**src/rtl/memory_stage_if.sv**
```systemverilog
// Signal bundle between execute, data memory, writeback and memory_stage.
// Widths and load/store opcodes come from REG_WIDTH, OPCODE_WIDTH, OP_LDW, OP_STW.
`ifndef REG_WIDTH
`define REG_WIDTH 16
`endif
`ifndef OPCODE_WIDTH
`define OPCODE_WIDTH 8
`endif
`ifndef OP_LDW
`define OP_LDW 8'h20
`endif
`ifndef OP_STW
`define OP_STW 8'h21
`endif

interface memory_stage_if;
  logic                     I_LOCK;
  logic [`REG_WIDTH-1:0]    I_ALUOut;
  logic [`OPCODE_WIDTH-1:0] I_Opcode;
  logic [3:0]               I_DestRegIdx;
  logic [`REG_WIDTH-1:0]    I_DestValue;
  logic                     I_FetchStall;
  logic                     I_DepStall;
  logic                     I_DMemAck;
  logic [`REG_WIDTH-1:0]    I_DMemRData;
  logic                     O_DMemReq;
  logic                     O_DMemWe;
  logic [`REG_WIDTH-1:0]    O_DMemAddr;
  logic [`REG_WIDTH-1:0]    O_DMemWData;
  logic                     O_LOCK;
  logic                     O_FetchStall;
  logic                     O_DepStall;
  logic [`REG_WIDTH-1:0]    O_ALUOut;
  logic [`REG_WIDTH-1:0]    O_MemOut;
  logic [`OPCODE_WIDTH-1:0] O_Opcode;
  logic [3:0]               O_DestRegIdx;
  logic                     O_MemStall;
  logic                     O_MemErr;

  modport master (
    output I_LOCK, I_ALUOut, I_Opcode, I_DestRegIdx, I_DestValue,
           I_FetchStall, I_DepStall, I_DMemAck, I_DMemRData,
    input  O_DMemReq, O_DMemWe, O_DMemAddr, O_DMemWData, O_LOCK,
           O_FetchStall, O_DepStall, O_ALUOut, O_MemOut, O_Opcode,
           O_DestRegIdx, O_MemStall, O_MemErr
  );

  modport slave (
    input  I_LOCK, I_ALUOut, I_Opcode, I_DestRegIdx, I_DestValue,
           I_FetchStall, I_DepStall, I_DMemAck, I_DMemRData,
    output O_DMemReq, O_DMemWe, O_DMemAddr, O_DMemWData, O_LOCK,
           O_FetchStall, O_DepStall, O_ALUOut, O_MemOut, O_Opcode,
           O_DestRegIdx, O_MemStall, O_MemErr
  );
endinterface

```
**src/rtl/memory_stage.sv**
```systemverilog
// Pipeline memory stage: forwards ALU results, runs LDW/STW through a req/ack port.
// Optional ack timeout is enabled by defining MEM_STAGE_TIMEOUT_EN.
`ifndef REG_WIDTH
`define REG_WIDTH 16
`endif
`ifndef OPCODE_WIDTH
`define OPCODE_WIDTH 8
`endif
`ifndef OP_LDW
`define OP_LDW 8'h20
`endif
`ifndef OP_STW
`define OP_STW 8'h21
`endif

module memory_stage #(
  parameter int ACK_TIMEOUT = 16
) (
  input logic           I_CLOCK,
  input logic           I_RESET,
  memory_stage_if.slave io_bus
);
  localparam int RW = `REG_WIDTH;
  localparam int OW = `OPCODE_WIDTH;
  localparam logic [OW-1:0] OPC_LDW = OW'(`OP_LDW);
  localparam logic [OW-1:0] OPC_STW = OW'(`OP_STW);

  if (ACK_TIMEOUT < 1) begin : g_bad_timeout
    $error("ACK_TIMEOUT must be at least 1");
  end

  typedef enum logic {S_IDLE, S_WAIT} state_t;

  state_t          r_state;
  logic            r_req, r_we, r_lock, r_fs, r_ds, r_mstall;
  logic [RW-1:0]   r_addr, r_wdata, r_alu, r_mem;
  logic [OW-1:0]   r_op, r_hold_op;
  logic [3:0]      r_dest, r_hold_dest;

  logic w_go, w_is_mem, w_expire;
  assign w_go     = io_bus.I_LOCK & ~io_bus.I_FetchStall & ~io_bus.I_DepStall;
  assign w_is_mem = (io_bus.I_Opcode == OPC_LDW) || (io_bus.I_Opcode == OPC_STW);

`ifdef MEM_STAGE_TIMEOUT_EN
  localparam int CW = $clog2(ACK_TIMEOUT + 1);
  logic [CW-1:0] r_cnt;
  logic          r_err;

  // Idle holds the counter at zero, so every WAIT entry starts a fresh count
  assign w_expire = (r_state == S_WAIT) && !io_bus.I_DMemAck &&
                    (r_cnt == CW'(ACK_TIMEOUT - 1));

  always_ff @(negedge I_CLOCK) begin
    if (I_RESET || r_state == S_IDLE) r_cnt <= '0;
    else if (!io_bus.I_DMemAck)       r_cnt <= r_cnt + 1'b1;
    if (I_RESET) r_err <= 1'b0;
    else         r_err <= w_expire;
  end

  assign io_bus.O_MemErr = r_err;
`else
  assign w_expire        = 1'b0;
  assign io_bus.O_MemErr = 1'b0;
`endif

  always_ff @(negedge I_CLOCK) begin
    if (I_RESET) begin
      r_state     <= S_IDLE;
      r_req       <= 1'b0;
      r_we        <= 1'b0;
      r_lock      <= 1'b0;
      r_fs        <= 1'b0;
      r_ds        <= 1'b0;
      r_mstall    <= 1'b0;
      r_addr      <= '0;
      r_wdata     <= '0;
      r_alu       <= '0;
      r_mem       <= '0;
      r_op        <= '0;
      r_dest      <= '0;
      r_hold_op   <= '0;
      r_hold_dest <= '0;
    end else begin
      case (r_state)
        S_IDLE: begin
          r_lock   <= io_bus.I_LOCK;
          r_fs     <= io_bus.I_FetchStall;
          r_ds     <= io_bus.I_DepStall;
          r_req    <= 1'b0;
          r_we     <= 1'b0;
          r_mstall <= 1'b0;
          if (w_go && w_is_mem) begin
            // Issue edge emits a bubble; the op retires on the ack edge
            r_req       <= 1'b1;
            r_we        <= (io_bus.I_Opcode == OPC_STW);
            r_addr      <= io_bus.I_ALUOut;
            r_wdata     <= io_bus.I_DestValue;
            r_mstall    <= 1'b1;
            r_ds        <= 1'b1;
            r_hold_op   <= io_bus.I_Opcode;
            r_hold_dest <= io_bus.I_DestRegIdx;
            r_state     <= S_WAIT;
          end else if (w_go) begin
            r_alu  <= io_bus.I_ALUOut;
            r_op   <= io_bus.I_Opcode;
            r_dest <= io_bus.I_DestRegIdx;
          end
        end
        S_WAIT: begin
          r_lock <= 1'b1;
          r_ds   <= 1'b1;
          if (io_bus.I_DMemAck) begin
            r_req    <= 1'b0;
            r_we     <= 1'b0;
            r_mstall <= 1'b0;
            r_ds     <= 1'b0;
            r_op     <= r_hold_op;
            r_dest   <= r_hold_dest;
            if (r_hold_op == OPC_LDW) r_mem <= io_bus.I_DMemRData;
            r_state  <= S_IDLE;
          end else if (w_expire) begin
            r_req    <= 1'b0;
            r_we     <= 1'b0;
            r_mstall <= 1'b0;
            r_state  <= S_IDLE;
          end
        end
        default: r_state <= S_IDLE;
      endcase
    end
  end

  assign io_bus.O_DMemReq    = r_req;
  assign io_bus.O_DMemWe     = r_we;
  assign io_bus.O_DMemAddr   = r_addr;
  assign io_bus.O_DMemWData  = r_wdata;
  assign io_bus.O_LOCK       = r_lock;
  assign io_bus.O_FetchStall = r_fs;
  assign io_bus.O_DepStall   = r_ds;
  assign io_bus.O_ALUOut     = r_alu;
  assign io_bus.O_MemOut     = r_mem;
  assign io_bus.O_Opcode     = r_op;
  assign io_bus.O_DestRegIdx = r_dest;
  assign io_bus.O_MemStall   = r_mstall;
endmodule

```
**src/flat_wrapper.sv**
```systemverilog
// flat-port wrapper written by rule: the top's interface ports become plain ports
module memory_stage_flat 
#(
  parameter int ACK_TIMEOUT = 16
)
  (I_CLOCK, I_RESET, io_bus_I_LOCK, io_bus_I_ALUOut, io_bus_I_Opcode, io_bus_I_DestRegIdx, io_bus_I_DestValue, io_bus_I_FetchStall, io_bus_I_DepStall, io_bus_I_DMemAck, io_bus_I_DMemRData, io_bus_O_DMemReq, io_bus_O_DMemWe, io_bus_O_DMemAddr, io_bus_O_DMemWData, io_bus_O_LOCK, io_bus_O_FetchStall, io_bus_O_DepStall, io_bus_O_ALUOut, io_bus_O_MemOut, io_bus_O_Opcode, io_bus_O_DestRegIdx, io_bus_O_MemStall, io_bus_O_MemErr);
  memory_stage_if io_bus_i ();
  input logic I_CLOCK;
  input logic I_RESET;
  input wire logic [$bits(io_bus_i.I_LOCK)-1:0] io_bus_I_LOCK;
  input wire logic [$bits(io_bus_i.I_ALUOut)-1:0] io_bus_I_ALUOut;
  input wire logic [$bits(io_bus_i.I_Opcode)-1:0] io_bus_I_Opcode;
  input wire logic [$bits(io_bus_i.I_DestRegIdx)-1:0] io_bus_I_DestRegIdx;
  input wire logic [$bits(io_bus_i.I_DestValue)-1:0] io_bus_I_DestValue;
  input wire logic [$bits(io_bus_i.I_FetchStall)-1:0] io_bus_I_FetchStall;
  input wire logic [$bits(io_bus_i.I_DepStall)-1:0] io_bus_I_DepStall;
  input wire logic [$bits(io_bus_i.I_DMemAck)-1:0] io_bus_I_DMemAck;
  input wire logic [$bits(io_bus_i.I_DMemRData)-1:0] io_bus_I_DMemRData;
  output wire logic [$bits(io_bus_i.O_DMemReq)-1:0] io_bus_O_DMemReq;
  output wire logic [$bits(io_bus_i.O_DMemWe)-1:0] io_bus_O_DMemWe;
  output wire logic [$bits(io_bus_i.O_DMemAddr)-1:0] io_bus_O_DMemAddr;
  output wire logic [$bits(io_bus_i.O_DMemWData)-1:0] io_bus_O_DMemWData;
  output wire logic [$bits(io_bus_i.O_LOCK)-1:0] io_bus_O_LOCK;
  output wire logic [$bits(io_bus_i.O_FetchStall)-1:0] io_bus_O_FetchStall;
  output wire logic [$bits(io_bus_i.O_DepStall)-1:0] io_bus_O_DepStall;
  output wire logic [$bits(io_bus_i.O_ALUOut)-1:0] io_bus_O_ALUOut;
  output wire logic [$bits(io_bus_i.O_MemOut)-1:0] io_bus_O_MemOut;
  output wire logic [$bits(io_bus_i.O_Opcode)-1:0] io_bus_O_Opcode;
  output wire logic [$bits(io_bus_i.O_DestRegIdx)-1:0] io_bus_O_DestRegIdx;
  output wire logic [$bits(io_bus_i.O_MemStall)-1:0] io_bus_O_MemStall;
  output wire logic [$bits(io_bus_i.O_MemErr)-1:0] io_bus_O_MemErr;
  assign io_bus_i.I_LOCK = io_bus_I_LOCK;
  assign io_bus_i.I_ALUOut = io_bus_I_ALUOut;
  assign io_bus_i.I_Opcode = io_bus_I_Opcode;
  assign io_bus_i.I_DestRegIdx = io_bus_I_DestRegIdx;
  assign io_bus_i.I_DestValue = io_bus_I_DestValue;
  assign io_bus_i.I_FetchStall = io_bus_I_FetchStall;
  assign io_bus_i.I_DepStall = io_bus_I_DepStall;
  assign io_bus_i.I_DMemAck = io_bus_I_DMemAck;
  assign io_bus_i.I_DMemRData = io_bus_I_DMemRData;
  assign io_bus_O_DMemReq = io_bus_i.O_DMemReq;
  assign io_bus_O_DMemWe = io_bus_i.O_DMemWe;
  assign io_bus_O_DMemAddr = io_bus_i.O_DMemAddr;
  assign io_bus_O_DMemWData = io_bus_i.O_DMemWData;
  assign io_bus_O_LOCK = io_bus_i.O_LOCK;
  assign io_bus_O_FetchStall = io_bus_i.O_FetchStall;
  assign io_bus_O_DepStall = io_bus_i.O_DepStall;
  assign io_bus_O_ALUOut = io_bus_i.O_ALUOut;
  assign io_bus_O_MemOut = io_bus_i.O_MemOut;
  assign io_bus_O_Opcode = io_bus_i.O_Opcode;
  assign io_bus_O_DestRegIdx = io_bus_i.O_DestRegIdx;
  assign io_bus_O_MemStall = io_bus_i.O_MemStall;
  assign io_bus_O_MemErr = io_bus_i.O_MemErr;
  memory_stage #(.ACK_TIMEOUT(ACK_TIMEOUT)) u_core (.I_CLOCK(I_CLOCK), .I_RESET(I_RESET), .io_bus(io_bus_i));
endmodule
```
**config.mk**
```make
export PLATFORM = sky130hd
export DESIGN_NAME = memory_stage_flat
export DESIGN_NICKNAME = d
export VERILOG_FILES = /design/src/rtl/memory_stage_if.sv /design/src/rtl/memory_stage.sv /design/src/flat_wrapper.sv
export SDC_FILE = /design/constraint.sdc
export NUM_CORES = 1
export LEC_CHECK = 0
export ABC_AREA = 1
export BUFFER_PORTS_ARGS = -buffer_cell sky130_fd_sc_hd__buf_2
export CORE_MARGIN = 5
export CORE_UTILIZATION = 50
export CTS_BUF_LIST = sky130_fd_sc_hd__clkbuf_8
export CTS_CLUSTER_DIAMETER = 30
export DETAILED_ROUTE_END_ITERATION = 10
export PLACE_DENSITY = 0.82
export SYNTH_ARGS = -nofsm -noshare
export SYNTH_HDL_FRONTEND = slang
export SYNTH_SLANG_ARGS = --single-unit
```
**constraint.sdc**
```tcl
create_clock -name I_CLOCK -period 1.71 [get_ports I_CLOCK]
set_clock_uncertainty 0.15 [all_clocks]
set_input_delay 0.2565 -clock I_CLOCK [delete_from_list [all_inputs] [get_ports I_CLOCK]]
set_output_delay 0.2565 -clock I_CLOCK [all_outputs]
set_load 0.01 [all_outputs]
```
==> summary.txt, run 1 <==
Status
  • Status: did not finish
  • Fail Step: global routing (5_1_grt)
  • Tool error: [ERROR DPL-0038] Utilization greater than 100%, impossible to legalize

Synth
  • Synth cell types: 21
  • Sequential-to-total area share from yosys stat: 49.5%
  • Post-synth top area cell: dfxtp_1
  • Synth Register Bits: 94
  • Yosys Warn Count: 0
  • Synth Instances: 545
  • Top cell type's share of synthesized area: 49.5%
  • Post-Syn Area per Cell: 6.98 sq um
  • Cell Area, Synth: 3800 sq um
  • Largest cells by area after synthesis: dfxtp_1 49%, nor2_1 14%, nand2_1 9.9%, inv_1 6.7%, o21ai_0 6.3%
  • Synth Net Count: 611

Clocking
  • CTS H-Tree Depth: 3
  • Hold buffer count at CTS: 0
  • CTS Buffer Depth: 2
  • Clock root buffer: clkbuf_8
  • CTS Buf Count: 9
  • Clk sink count: 94

Global routing
  • Largest net degree at the start of global routing: 34

Floorplan
  • Floorplan row count: 31
  • # IOs: 149
  • Overall die height: 97.2 um
  • Die width: 97.2 um
  • Initial core utilization: 51.9%

Placed design
  • HPWL after DPL: 7340 um
  • Final RePlAce weighted congestion: 0.844
  • Place WS: -0.671 ns
  • Placed cell area: 4850 sq um
  • IO buf count: 147

STA
  • Kind of the worst endpoint: primary output
  • Crit. endpoint post-GRT repair: io_bus_O_DMemReq
## cells in the mapped netlist, drive strengths merged
master / n
nor2: 140
nand2: 102
dfxtp: 94
inv: 70
o21ai: 48
a21oi: 33
nand3: 20
buf: 17
clkbuf: 14
nand4: 3
a31oi: 1
conb: 1
nor3: 1
o21a: 1
## cell families after synthesis
| group | Yosys count | share of synthesized area [%] |
|---|---|---|
| and+or+nand+nor | 266 | 28.2 |
| DFF | 94 | 49.5 |
| buffers and inverters | 101 | 11.2 |
| AOI/OAI and AO/OA | 83 | 11.0 |
| other | 1 | 0.0986 |
## through the flow
step	instances	utilization (%)	hold WS (ns)
3_3_place_gp	780	66.2	0.284
4_1_cts	920	94.2	0.297
3_5_place_dp	780	66.2	0.286
2_1_floorplan	545	-	0.272
## repair_timing
action / CTS
setup endpoints to repair: 157
resized for setup: 289
pin swaps: 17
gates cloned: 13
buffers inserted: 19
==> run 2, diff against run 1 <==
--- a/config.mk
+++ b/config.mk
@@ -8,11 +8,9 @@
 export ABC_AREA = 1
 export BUFFER_PORTS_ARGS = -buffer_cell sky130_fd_sc_hd__buf_2
 export CORE_MARGIN = 5
-export CORE_UTILIZATION = 50
-export CTS_BUF_LIST = sky130_fd_sc_hd__clkbuf_8
-export CTS_CLUSTER_DIAMETER = 30
+export CORE_UTILIZATION = 40
 export DETAILED_ROUTE_END_ITERATION = 10
-export PLACE_DENSITY = 0.82
+export PLACE_DENSITY_LB_ADDON = 0.15
 export SYNTH_ARGS = -nofsm -noshare
 export SYNTH_HDL_FRONTEND = slang
 export SYNTH_SLANG_ARGS = --single-unit
==> run 2 against run 1 <==
Against the previous run:
- synthesized cell count stayed put
- the flow now finishes, with violations (setup timing)
- area after synthesis stayed put
==> summary.txt, run 2 <==
Status
  • Status: complete, but fails checks (was did not finish)
  • Failing checks: setup timing

Synth
  • Post-synth top area cell: dfxtp_1 (unchanged)
  • Cell Area, Synth: 3800 sq um (unchanged)
  • Post-Synth Simple-Gate Area: 28.2% (unchanged)
  • Post-synth EDFFs: 0 (unchanged)
  • Top cell type's share of synthesized area: 49.5% (unchanged)
  • Largest family of logic cells by synthesized area: simple AND/OR/NAND/NOR gates (unchanged)
  • Post-Synth Adder-Cell Area: 0% (unchanged)
  • XOR/XNOR Fraction of Synth Area: 0% (unchanged)
  • Top-count cell post-synth: nor2_1 (unchanged)
  • Largest cells by area after synthesis: dfxtp_1 49%, nor2_1 14%, nand2_1 9.9%, inv_1 6.7%, o21ai_0 6.3% (unchanged)
  • Synth cell types: 21 (unchanged)
  • Synth cell count leaders: 138 x nor2_1, 100 x nand2_1, 94 x dfxtp_1 (unchanged)
  • Synth Register Bits: 94 (unchanged)
  • Post-synth ARST share: 0% (unchanged)
  • Synth Instances: 545 (unchanged)
  • Synth Flop Type: dfxtp_1 (unchanged)
  • Synth Net Count: 611 (unchanged)
  • Sequential-to-total area share from yosys stat: 49.5% (unchanged)
  • Synth Area in Compound Gates: 11.0% (unchanged)
  • Mux share of post-synthesis cell area: 0% (unchanged)
  • Post-Syn Area per Cell: 6.98 sq um (unchanged)
  • Yosys Warn Count: 0 (unchanged)

Floorplan
  • # IOs: 149 (unchanged)
  • Die width: 108 um (was 97.2 um)
  • Initial core utilization: 41.2% (was 51.9%)
  • Overall die height: 108 um (was 97.2 um)
  • Core Area: 9240 sq um
  • Floorplan row count: 35 (was 31)
  • Die area: 11,600 sq um

Setup path
  • Crit path max fanout: 2
  • Top delay family on crit path: flip-flops
  • Crit Path Category: reg -> out
  • Worst EP arrival: 1.75 ns
  • Slowest cell on crit path: dfxtp_2
  • WP data required: 1.30 ns
  • Worst-path cell chain: buf_6
  • Setup crit end kind: primary output
  • Worst path bufs/invs: 1
  • Critical Path Start Type: register
  • Delay of the slowest cell on the worst path: 0.35 ns

Flow run
  • Number of max-cap violations: 0

Cells and area
  • Filler cells: 555
  • Layout Nets: 903
  • FF/Latch Area: 1990 sq um
  • Commonest cells after routing, fill and taps aside: 151 x inv_1, 107 x buf_6, 88 x nor2_1, 80 x dfxtp_2, 55 x buf_2
  • Diodes inserted: 0
  • Most common cell after layout, fill and taps aside: inv_1
  • Area delta synth->final: 101%
  • Non-filler cells, final: 971
  • Area of the multi-input gates: 2300 sq um
  • Layout cells sized above 1: 59.5%

STA
  • Final setup viols: 160
  • Least-Margin Pin Slew: 0.501 ns
  • Final Hold Slack: 0.309 ns
  • Max-slew violations: 0
  • Worst Setup Slack, final: -0.443 ns
  • Final hold vios: 0
  • Max-slew headroom: 66.3%
  • RSZ-0062 raised after global routing: true
  • TNS Setup: -50.09 ns

Route
  • Total number of vias: 4,599
  • Starting DRT DRC Count: 120
  • Drt first pass iters: 7
  • Antenna-violating nets left: 0
  • Drt total wl: 14,500 um
  • Vias per inst: 4.74
  • DRC violation count after routing: 0
  • Wire per inst: 14.9 um

Placed design
  • Final RePlAce weighted congestion: 0.794 (was 0.844)
  • IO buf count: 147 (unchanged)
  • HPWL after DPL: 7410 um (was 7340 um)
  • Place WS: -0.658 ns (was -0.671 ns)
  • Placed Cells: 813 (was 780)

Clocking
  • CTS H-Tree Depth: 3 (unchanged)
  • Clk sink count: 94 (unchanged)
  • Clock root buffer: clkbuf_8 (unchanged)
  • CTS tree: yes
  • Clk pin slew, worst setup/hold paths: 0.06 ns
  • Hold buffer count at CTS: 0 (unchanged)
  • CTS Buf Count: 9 (unchanged)
  • CTS Buffer Depth: 2 (unchanged)
  • Clk_lat worst skew: 0.41 ns

Global routing
  • Vias in the first global route: 5,039
  • GRT Util Overall: 24.1%
  • Antenna violations before repair: 0
  • First-pass GRT wire length: 22,300 um
  • Gr ovfl total: 0
  • Largest net degree at the start of global routing: 36

Power
  • Leak pwr: 3.81 nW
  • Final Total Pwr: 5.36 mW
  • Max rail drop VDD: 397 uV
  • Power density over cell area: 702 nW/um^2

Worst hold path
  • Worst hold path class: reg -> reg
## run 2: what timing repair did
| action | in CTS | in global routing |
|---|---|---|
| buffers inserted | 30 | 16 |
| endpoints found under the setup margin | 159 | 172 |
| pin swaps | 26 | 56 |
| gates resized for setup | 312 | 153 |
| gates cloned | 16 | 2 |
## run 2: layout make-up
class | count | share of cell area, %
timing repair buffer | 218 | 30.3
tap | 129 | 2.12
sequential | 94 | 26.0
inverter | 69 | 4.08
clock inverter | 101 | 5.66
clock buffer | 9 | 1.62
multi-input combinational | 351 | 30.2
## run 2: final timing paths
path	from	to	slack (ns)	cells past startpoint
worst min-delay path	u_core.r_hold_op[2]$_SDFFE_NP0P_	u_core.r_hold_op[2]$_SDFFE_NP0P_	0.31	2
worst max-delay path	u_core.io_bus.O_DMemAddr[1]$_SDFFE_NP0P_	io_bus_O_DMemAddr[1]	-0.44	1
worst max register to register	u_core.r_state$_SDFF_NP0_	u_core.io_bus.O_DestRegIdx[2]$_SDFFE_NP0P_	0.13	5
worst min register to register	u_core.r_hold_op[2]$_SDFFE_NP0P_	u_core.r_hold_op[2]$_SDFFE_NP0P_	0.31	2
## run 2: through the flow
step | instance area (sq um) | utilization [%]
finish | 7630 | 82.6
global route | 7630 | 82.6
CTS | 7210 | 78.0
detailed placement | 4940 | 53.5
global placement | 4940 | 53.5
floorplan | 4010 | -
## run 2: per-layer routing
metal	part of all wire (%)	track usage, %	wire, um
met1	37	23.9	5400
met2	53	42.0	7760
met3	7.0	12.2	1020
met4	2.3	10.5	329
met5	0	0	0
## run 2: kinds of logic (layout without fill, tap and decap cells)
group / count (synthesis) / after routing
DFF: 94 / 94
AOI/OAI and AO/OA: 83 / 83
and+or+nand+nor: 266 / 267
other: 1 / 1
buffers and inverters: 101 / 397
## run 2: worst min-delay path: cells and delay by family, from the launching register on
family                 cells  cell delay (ns)
AND/OR/NAND/NOR            1             0.04
flip-flops                 1             0.31
buffers and inverters      1             0.06
## run 2: power by group
group | total [mW] | switching, mW | internal [mW]
Combinational | 0.586 | 0.284 | 0.302
Clock | 2.49 | 1.50 | 0.989
Sequential | 2.28 | 0.0300 | 2.25
Total | 5.36 | 1.82 | 3.54
Power figures use the tool's default switching activity.
